===== src/rtl/pipe_pkg.sv =====
// pipe_pkg: shared definitions for the pipeline segment buffer.
//   seg_state_t : FSM state encoding (EMPTY/BUSY/FULL, 2 bits)
//   OCC_*       : occupancy encoding reported on the occupancy port
//   occ_of()    : maps an FSM state to its occupancy value
package pipe_pkg;

  typedef enum logic [1:0] {
    ST_EMPTY = 2'd0,
    ST_BUSY  = 2'd1,
    ST_FULL  = 2'd2
  } seg_state_t;

  localparam logic [1:0] OCC_NONE = 2'd0;
  localparam logic [1:0] OCC_ONE  = 2'd1;
  localparam logic [1:0] OCC_TWO  = 2'd2;

  function automatic logic [1:0] occ_of(input seg_state_t s);
    case (s)
      ST_BUSY: return OCC_ONE;
      ST_FULL: return OCC_TWO;
      default: return OCC_NONE;
    endcase
  endfunction

endpackage


===== src/rtl/seg_slot.sv =====
// seg_slot: one payload register with a valid bit.
//   clk, rst_n : clock, async active-low reset (payload and valid cleared)
//   load       : capture d and mark the slot valid
//   clr        : synchronous clear of payload and valid; wins over load
//   d, q       : payload in / registered payload out (W bits)
//   vld        : slot holds an entry
// Clearing the payload (not just the valid bit) keeps an empty slot's
// control field at zero, which is what makes a bubble a NOP downstream.
module seg_slot #(
  parameter int W = 56
) (
  input  logic         clk,
  input  logic         rst_n,
  input  logic         load,
  input  logic         clr,
  input  logic [W-1:0] d,
  output logic [W-1:0] q,
  output logic         vld
);

  always_ff @(posedge clk or negedge rst_n) begin
    if (!rst_n) begin
      q   <= '0;
      vld <= 1'b0;
    end else if (clr) begin
      q   <= '0;
      vld <= 1'b0;
    end else if (load) begin
      q   <= d;
      vld <= 1'b1;
    end
  end

endmodule


===== src/rtl/pipe_seg_buf.sv =====
// pipe_seg_buf: valid/ready pipeline segment with optional skid slot,
// synchronous flush and a saturating stall counter.
//   clk, rst_n            : clock, async active-low reset
//   in_valid/in_ready     : upstream handshake
//   in_data/in_ctrl       : upstream payload (DATA_W / CTRL_W bits)
//   out_valid/out_ready   : downstream handshake
//   out_data/out_ctrl     : registered payload; out_ctrl is 0 when not valid
//   flush                 : kills all held entries at the next edge
//   occupancy             : entries held, 0..2
//   stall_cnt             : saturating count of out_valid && !out_ready cycles
//
// state | meaning
// ------+-----------------------------------------------
// EMPTY | no entry held, out_valid = 0
// BUSY  | main slot holds the entry presented downstream
// FULL  | main and skid slots both hold entries (SKID=1)
module pipe_seg_buf
  import pipe_pkg::*;
#(
  parameter int DATA_W = 32,
  parameter int CTRL_W = 24,
  parameter int SKID   = 1,
  parameter int CNT_W  = 16
) (
  input  logic              clk,
  input  logic              rst_n,
  input  logic              in_valid,
  output logic              in_ready,
  input  logic [DATA_W-1:0] in_data,
  input  logic [CTRL_W-1:0] in_ctrl,
  output logic              out_valid,
  input  logic              out_ready,
  output logic [DATA_W-1:0] out_data,
  output logic [CTRL_W-1:0] out_ctrl,
  input  logic              flush,
  output logic [1:0]        occupancy,
  output logic [CNT_W-1:0]  stall_cnt
);

  localparam int PW      = DATA_W + CTRL_W;
  localparam bit SKID_EN = (SKID != 0);

  seg_state_t    state, state_nxt;
  logic          in_fire, out_fire;
  logic          main_load, main_clr, skid_load, skid_clr;
  logic [PW-1:0] main_d, main_q, skid_q;
  logic          main_vld, skid_vld;

  assign out_valid = main_vld;
  assign out_data  = main_q[DATA_W-1:0];
  assign out_ctrl  = main_q[PW-1:DATA_W];
  assign occupancy = occ_of(state);

  // With the skid slot, ready comes from registered state only, which
  // breaks the out_ready -> in_ready timing path between stages.
  generate
    if (SKID_EN) begin : g_rdy_skid
      assign in_ready = (state != ST_FULL);
    end else begin : g_rdy_comb
      assign in_ready = !main_vld || out_ready;
    end
  endgenerate

  assign in_fire  = in_valid && in_ready;
  assign out_fire = out_valid && out_ready;

  // When draining FULL the main slot refills from the skid slot; otherwise
  // it takes the upstream payload.
  assign main_d = skid_vld ? skid_q : {in_ctrl, in_data};

  always_ff @(posedge clk or negedge rst_n) begin
    if (!rst_n) state <= ST_EMPTY;
    else        state <= state_nxt;
  end

  always_comb begin
    state_nxt = state;
    if (flush) begin
      state_nxt = ST_EMPTY;
    end else begin
      case (state)
        ST_EMPTY: if (in_fire) state_nxt = ST_BUSY;
        ST_BUSY: begin
          if (in_fire && !out_fire)      state_nxt = SKID_EN ? ST_FULL : ST_BUSY;
          else if (!in_fire && out_fire) state_nxt = ST_EMPTY;
        end
        ST_FULL:  if (out_fire) state_nxt = ST_BUSY;
        default:  state_nxt = ST_EMPTY;
      endcase
    end
  end

  always_comb begin
    main_load = 1'b0;
    main_clr  = 1'b0;
    skid_load = 1'b0;
    skid_clr  = 1'b0;
    if (flush) begin
      main_clr = 1'b1;
      skid_clr = 1'b1;
    end else begin
      case (state)
        ST_EMPTY: main_load = in_fire;
        ST_BUSY: begin
          if (out_fire) begin
            main_load = in_fire;
            main_clr  = !in_fire;
          end else begin
            skid_load = in_fire && SKID_EN;
          end
        end
        ST_FULL: begin
          if (out_fire) begin
            main_load = 1'b1;
            skid_clr  = 1'b1;
          end
        end
        default: ;
      endcase
    end
  end

  seg_slot #(.W(PW)) u_main (
    .clk   (clk),
    .rst_n (rst_n),
    .load  (main_load),
    .clr   (main_clr),
    .d     (main_d),
    .q     (main_q),
    .vld   (main_vld)
  );

  seg_slot #(.W(PW)) u_skid (
    .clk   (clk),
    .rst_n (rst_n),
    .load  (skid_load),
    .clr   (skid_clr),
    .d     ({in_ctrl, in_data}),
    .q     (skid_q),
    .vld   (skid_vld)
  );

  always_ff @(posedge clk or negedge rst_n) begin
    if (!rst_n) begin
      stall_cnt <= '0;
    end else if (out_valid && !out_ready && (stall_cnt != '1)) begin
      stall_cnt <= stall_cnt + 1'b1;
    end
  end

endmodule


===== config.mk =====
export PLATFORM = sky130hd
export DESIGN_NAME = pipe_seg_buf
export DESIGN_NICKNAME = d
export VERILOG_FILES = /design/src/rtl/pipe_pkg.sv /design/src/rtl/seg_slot.sv /design/src/rtl/pipe_seg_buf.sv
export SDC_FILE = /design/constraint.sdc
export NUM_CORES = 1
export LEC_CHECK = 0
export CAP_MARGIN = 20
export CORE_MARGIN = 1.5
export CORE_UTILIZATION = 35
export CTS_BUF_LIST = sky130_fd_sc_hd__clkbuf_8 sky130_fd_sc_hd__clkbuf_16
export DETAILED_ROUTE_END_ITERATION = 6
export SLEW_MARGIN = 10
export SYNTH_ARGS = -nofsm -noshare
export SYNTH_HDL_FRONTEND = slang
export SYNTH_SLANG_ARGS = --single-unit

===== constraint.sdc =====
create_clock -name clk -period 2.35 [get_ports clk]
set_input_delay 0.3525 -clock clk [delete_from_list [all_inputs] [get_ports clk]]
set_output_delay 0.3525 -clock clk [all_outputs]
set_load 0.05 [all_outputs]

## Word level (Yosys, flattened, before mapping)

Cells that the tools add are included.

| storage, ports and cells | value |
|---|---|
| input port bits | 61 |
| output and inout bits | 76 |
| register bits | 132 |

| cells by class | value |
|---|---|
| add/sub/neg operators | 1 |
| equality and inequality tests | 7 |
| reduce and logical (&&, ||, !) cells | 13 |
| muxes and demuxes | 28 |

Operators with widths:

| cell | number |
|---|---|
| two-way mux 56 bit | 5 |
| adder 16 x 1 -> 16 bit, second input constant | 1 |
| != test 16 bit, second input constant | 1 |
| two-way mux 1 bit | 15 |
| two-way mux 2 bit | 5 |
| logical AND 1 bit | 6 |
| != test 3 bit, second input constant | 2 |
| one-hot mux 2 bit (3 select lines) | 1 |
| != test 4 bit, second input constant | 1 |
| one-hot mux 2 bit (2 select lines) | 1 |
| nonzero test 2 bit | 2 |
| logical NOT 1 bit | 3 |
| one-hot mux 1 bit (3 select lines) | 1 |
| AND reduction 3 bit | 1 |
| == test 2 x 1 -> 1 bit, second input constant | 1 |
| == test 2 bit, second input constant | 1 |
| logical NOT 2 bit | 1 |
| != test 2 bit, second input constant | 1 |

## Logic depth before layout (Yosys ltp)

Gate-level depths: netlist of run 1.

| depth | value |
|---|---|
| word-level depth | 8 |
| mapped depth | 6 |
| depth with buffers taken out | 5 |

## Modules after synthesis

A second synthesis of run 1 with hierarchy kept.

| second synthesis, totals | value |
|---|---|
| cells, all modules | 527 |
| area total of the unflattened synthesis | 6,379.9 µm² |

Modules (own cells, without submodules):

| module | area an instance (µm²) | cells each | seq. area each (µm²) | instances |
|---|---|---|---|---|
| seg_slot | 2,336.0 | 184 | 1,426.4 | 2 |
| pipe_seg_buf | 1,707.9 | 159 | 450.4 | 1 |

## Worst setup path after synthesis of run 1

No wires, ideal clock.

| timing | value |
|---|---|
| path kind | register to register |
| start | reg stall_cnt[0] |
| end | reg stall_cnt[1] |
| cell stages (with the launch flop) | 6 |
| required time | 2.225 ns |
| clock period less this slack | 2.082 ns |
| path buffers | 0 |
| path slack | 0.268 ns |
| setup time | 0.125 ns |
| arrival | 1.957 ns |
| cells stage by stage | dfrtp_1 ha_1 nand4_1 nor4_4 nor2_2 mux2_4 |

| on the way | value |
|---|---|
| longest elaborated chain between the ends | 2 |
| elaborated cells between the ends (all ways) | 3 |
| classes of those cells | 1 x add/sub; 1 x eq/ne; 1 x reduce/logical |

RTL lines:

| element | line | RTL |
|---|---|---|
| start: declaration | pipe_seg_buf.sv:37 | `output logic [CNT_W-1:0] stall_cnt` |
| start signal: assignment | pipe_seg_buf.sv:147 | `stall_cnt <= stall_cnt + 1'b1;` |
| branches (longest 2 deep; another with adder 16 x 1 -> 16 bit) | -- |  |

Several ways; the timed one is not identified.
A chain may end at the register's enable or synchronous reset.

## Worst setup path after layout of run 1

| timing | value |
|---|---|
| start | reg state[0] |
| end | out occupancy[1] |

| on the way | value |
|---|---|
| longest elaborated chain between the ends | 2 |
| elaborated cells between the ends (all ways) | 3 |
| classes of those cells | 2 x eq/ne; 1 x mux |

RTL lines:

| element | line | RTL |
|---|---|---|
| start: declaration | pipe_seg_buf.sv:43 | `seg_state_t state, state_nxt;` |
| start signal: assignment | pipe_seg_buf.sv:73 | `else state <= state_nxt;` |
| == test 2 bit / == test 2 x 1 -> 1 bit (equally long branches) | pipe_pkg.sv:18 | `case (s)` |
| one-hot mux 2 bit (2 select lines) * | pipe_pkg.sv:18 |  |
| end: declaration | pipe_seg_buf.sv:36 | `output logic [1:0] occupancy,` |

Every way passes the cells marked *; elsewhere a longest branch is shown, timed or not.

==> flow_summary.toml, run 1 <==
[cells_and_area]
fin_nets = 607
n_antenna_cell = 0
layout-drive-gt1-share_pct = 9.86
area_delta_synth_final_pct = 41.1
finish.utilization_pct = 51.0

[logic_synthesis]
ys_types = 39
ys_top_cells_by_area = "dfrtp_1 (59%), mux2i_1 (10%), a22o_1 (8.8%)"
ys.flop_type = "dfrtp_1"
syn_avg_cell_area_sq_um = 13.5
syn-cell-area_sq_um = 5550
synthArstFlopShare_pct = 100
yosysMostFrequentCell = "dfrtp_1"
synth_top_cell_by_area = "dfrtp_1"
synth_top_area_share_pct = 59.5
synth_edf_count = 0
syn_nets = 472
yosys_warnings = 0
synth_common_cells = "dfrtp_1 (132), a22o_1 (56), mux2i_1 (56), o2bb2ai_1 (56), buf_2 (15)"
syn_inst = 410
ys_seq_elements = 132
yosysSeqAreaShare_pct = 59.5

[clock_network]
clk_pin_slew_worst_paths_ns = 0.05
clockRootBuffer = "clkbuf_16"
clock_latency_ns = 0.41
cts_made_buffers = 17
cts_max_level = 4
clock_path_buffers = 2
cts_setup_buffers = 0
cts_tree = "done"
cts_sinks = 132

[setup_path]
path_class = "flop to output port"
cp_max_fo = 4
worstReg2RegStart = "stall_cnt[0]"
worstPathRequired_ns = 2.00
slowest_delay_ns = 0.79
rrSetupSlack_ns = 0.43
cp.arrival_ns = 1.89
worstSetupEndpointType = "output port"
crit_family = "buffers and inverters"
path_buf_inv = 2
cp-start-kind = "flop"
r2r_end = "stall_cnt[1]"
path_cells = "nand2b_1 > inv_1 > clkdlybuf4s50_1"
worstRegToRegCells = 5
crit_slowest_cell = "clkdlybuf4s50_1"

[sta]
clock_skew_ns = 0.00704
setup_viol = 0
fin_crit_sh_pct = 95.5
fin_setup_tns_ns = 0
worst_slew_pin_slew_ns = 0.625
drv_slew = 0
period_needed_ns = 2.24
rsz0062_at_grt = "no"
timing.hold.ws_ns = 0.483
hold_viol_final = 0
slew_headroom_pct = 58.4
clock.fmax_ghz = 0.446

[min_path]
min_to = "u_main.q[27]"
hp-start = "u_main.q[27]"
worstHoldPathType = "flop to flop"
holdPathStages = 1

[run_status]
status = "completed"

[route]
drt-initial-drc-count = 215
via_per_inst = 5.18
postRouteAntennaNets = 0
drc = 0
first_pass_iters = 4
wl_met3_microns = 682
highest_layer = "met4"
m1WireLength_microns = 6550
route.vias.total = 3981
post_drt_wl_per_cell_microns = 18.1
routed_wl_microns = 13900
route.met2.wl_microns = 6540

[power]
p_comb_share_pct = 21.1
netSwitchingFraction_pct = 29.6
power_density_nw_per_um2 = 849
p_seq_share_pct = 39.4
finalPower_mw = 6.65
p_leak_nw = 3.35
p_int_mw = 4.68
power.switching_mw = 1.97
peakVddDrop_mv = 0.574
clockPowerShare_pct = 39.5

[floorplan]
fp.dieArea_sq_um = 16600
rows = 45
die_w_microns = 129
die_y_microns = 129
core_area_sq_um = 15400
initial_core_util_pct = 36.1
ios = 137

[placed_design]
port_buffers = 136
dpl.hpwl_microns = 8620
globalplace.congestion = 0.755

[grt]
grt_max_degree = 58
gr-total-overflow = 0
grt_pass1_vias = 4270
grt_use_total_pct = 17.6
grt_first_pass_wirelength_microns = 22500
antenna_found_initial = 0

[run]
drv_cap = 0
[placed cells by master (no fill, tap or decap), types with 3 or more instances in the layout]
| cell | instances |
|---|---|
| o2bb2ai_1 | 56 |
| xor2_1 | 14 |
| clkbuf_8 | 5 |
| nand2b_1 | 3 |
| mux2i_1 | 56 |
| and3_1 | 3 |
| clkbuf_16 | 17 |
| nor2_1 | 5 |
| nand3_1 | 7 |
| buf_4 | 5 |
| nand2_1 | 9 |
| buf_12 | 7 |
| nor3_1 | 5 |
| nor4_1 | 4 |
| a22o_1 | 56 |
| clkinv_2 | 5 |
| dfrtp_1 | 131 |
| clkdlybuf4s50_1 | 134 |
[worst max-delay path by stage]
stage	depth (start not counted)	start	slack, ns	to
after floorplan	5	stall_cnt[0]	0.27	stall_cnt[1]
after global placement	6	out_ready	0.28	u_skid.q[49]
after detailed placement	6	out_ready	0.26	u_skid.q[24]
after CTS	3	state[0]	0.1	occupancy[1]
after global routing	3	state[0]	0.04	occupancy[1]
final	3	state[0]	0.11	occupancy[1]
[cell families (layout without fill, tap and decap cells)]
| kind of cell | after synthesis | after routing | share of synthesized area (%) |
|---|---|---|---|
| flops | 132 | 132 | 59.5 |
| compound gates | 123 | 123 | 19.2 |
| fa+ha+maj | 1 | 1 | 0.225 |
| buf+inv | 33 | 181 | 3.11 |
| xor+xnor | 15 | 15 | 2.37 |
| mux | 57 | 57 | 10.4 |
| simple gates | 49 | 49 | 5.25 |
[layer usage]
layer,global-route usage (%),vias up
met5,0,-
li1,-,1834
met4,4.56,0
met3,4.91,10
met1,23.6,2026
met2,28.3,111
[final cells by class]
class / instances / area, sq um
flip-flops and latches: 132 / 3310
repair buffers: 148 / 1540
well taps: 211 / 264
multi-input cells: 245 / 2120
clock inverters: 10 / 104
fillers: 1349 / 7540
clock buffers: 22 / 494
inverters: 1 / 3.75
[worst reg2reg max path, delay by kind of cell (launching register included)]
family                     cells  cell delay [ns]
adders and majority gates      1             0.22
DFF                            1             0.41
muxes                          1             0.31
and+or+nand+nor                3             0.87
[power by group through the flow]
| stage | clock network, mW | registers (mW) | logic, mW |
|---|---|---|---|
| global route | 2.81 | 2.65 | 1.49 |
| CTS | 2.70 | 2.62 | 1.42 |
| global placement | 0 | 2.65 | 1.40 |
| detailed placement | 0 | 2.65 | 1.41 |
| floorplan | 0 | 3.07 | 0.398 |
| finish | 2.63 | 2.62 | 1.40 |
[through the flow]
step | instances | setup WS [ns] | cell area, sq um
global route | 769 | 0.0408 | 7840
floorplan | 410 | 0.268 | 5550
finish | 769 | 0.106 | 7840
CTS | 769 | 0.0978 | 7840
global placement | 736 | 0.284 | 7230
detailed placement | 736 | 0.261 | 7230
[flip-flops by register name (all words and copies together) (netlist names)]
register    flops
u_main.q       56
u_skid.q       56
stall_cnt      16
state           2
u_main.vld      1
u_skid.vld      1
[what timing repair did]
action / in CTS / in global routing
endpoints found under the hold margin: 43 / 0
endpoints found under the setup margin: 1 / 0
gates resized for setup: 1 / 0
hold buffers: 1 / 0
Power figures use the tool's default switching activity.
==> run 2: changes to the inputs <==
--- a/config.mk
+++ b/config.mk
@@ -5,6 +5,7 @@
 export SDC_FILE = /design/constraint.sdc
 export NUM_CORES = 1
 export LEC_CHECK = 0
+export ABC_CLOCK_PERIOD_IN_PS = 2350
 export CAP_MARGIN = 20
 export CORE_MARGIN = 1.5
 export CORE_UTILIZATION = 35
==> results of run 2 <==
Same layout as run 1: the final DEF is identical, and so are final timing and power.
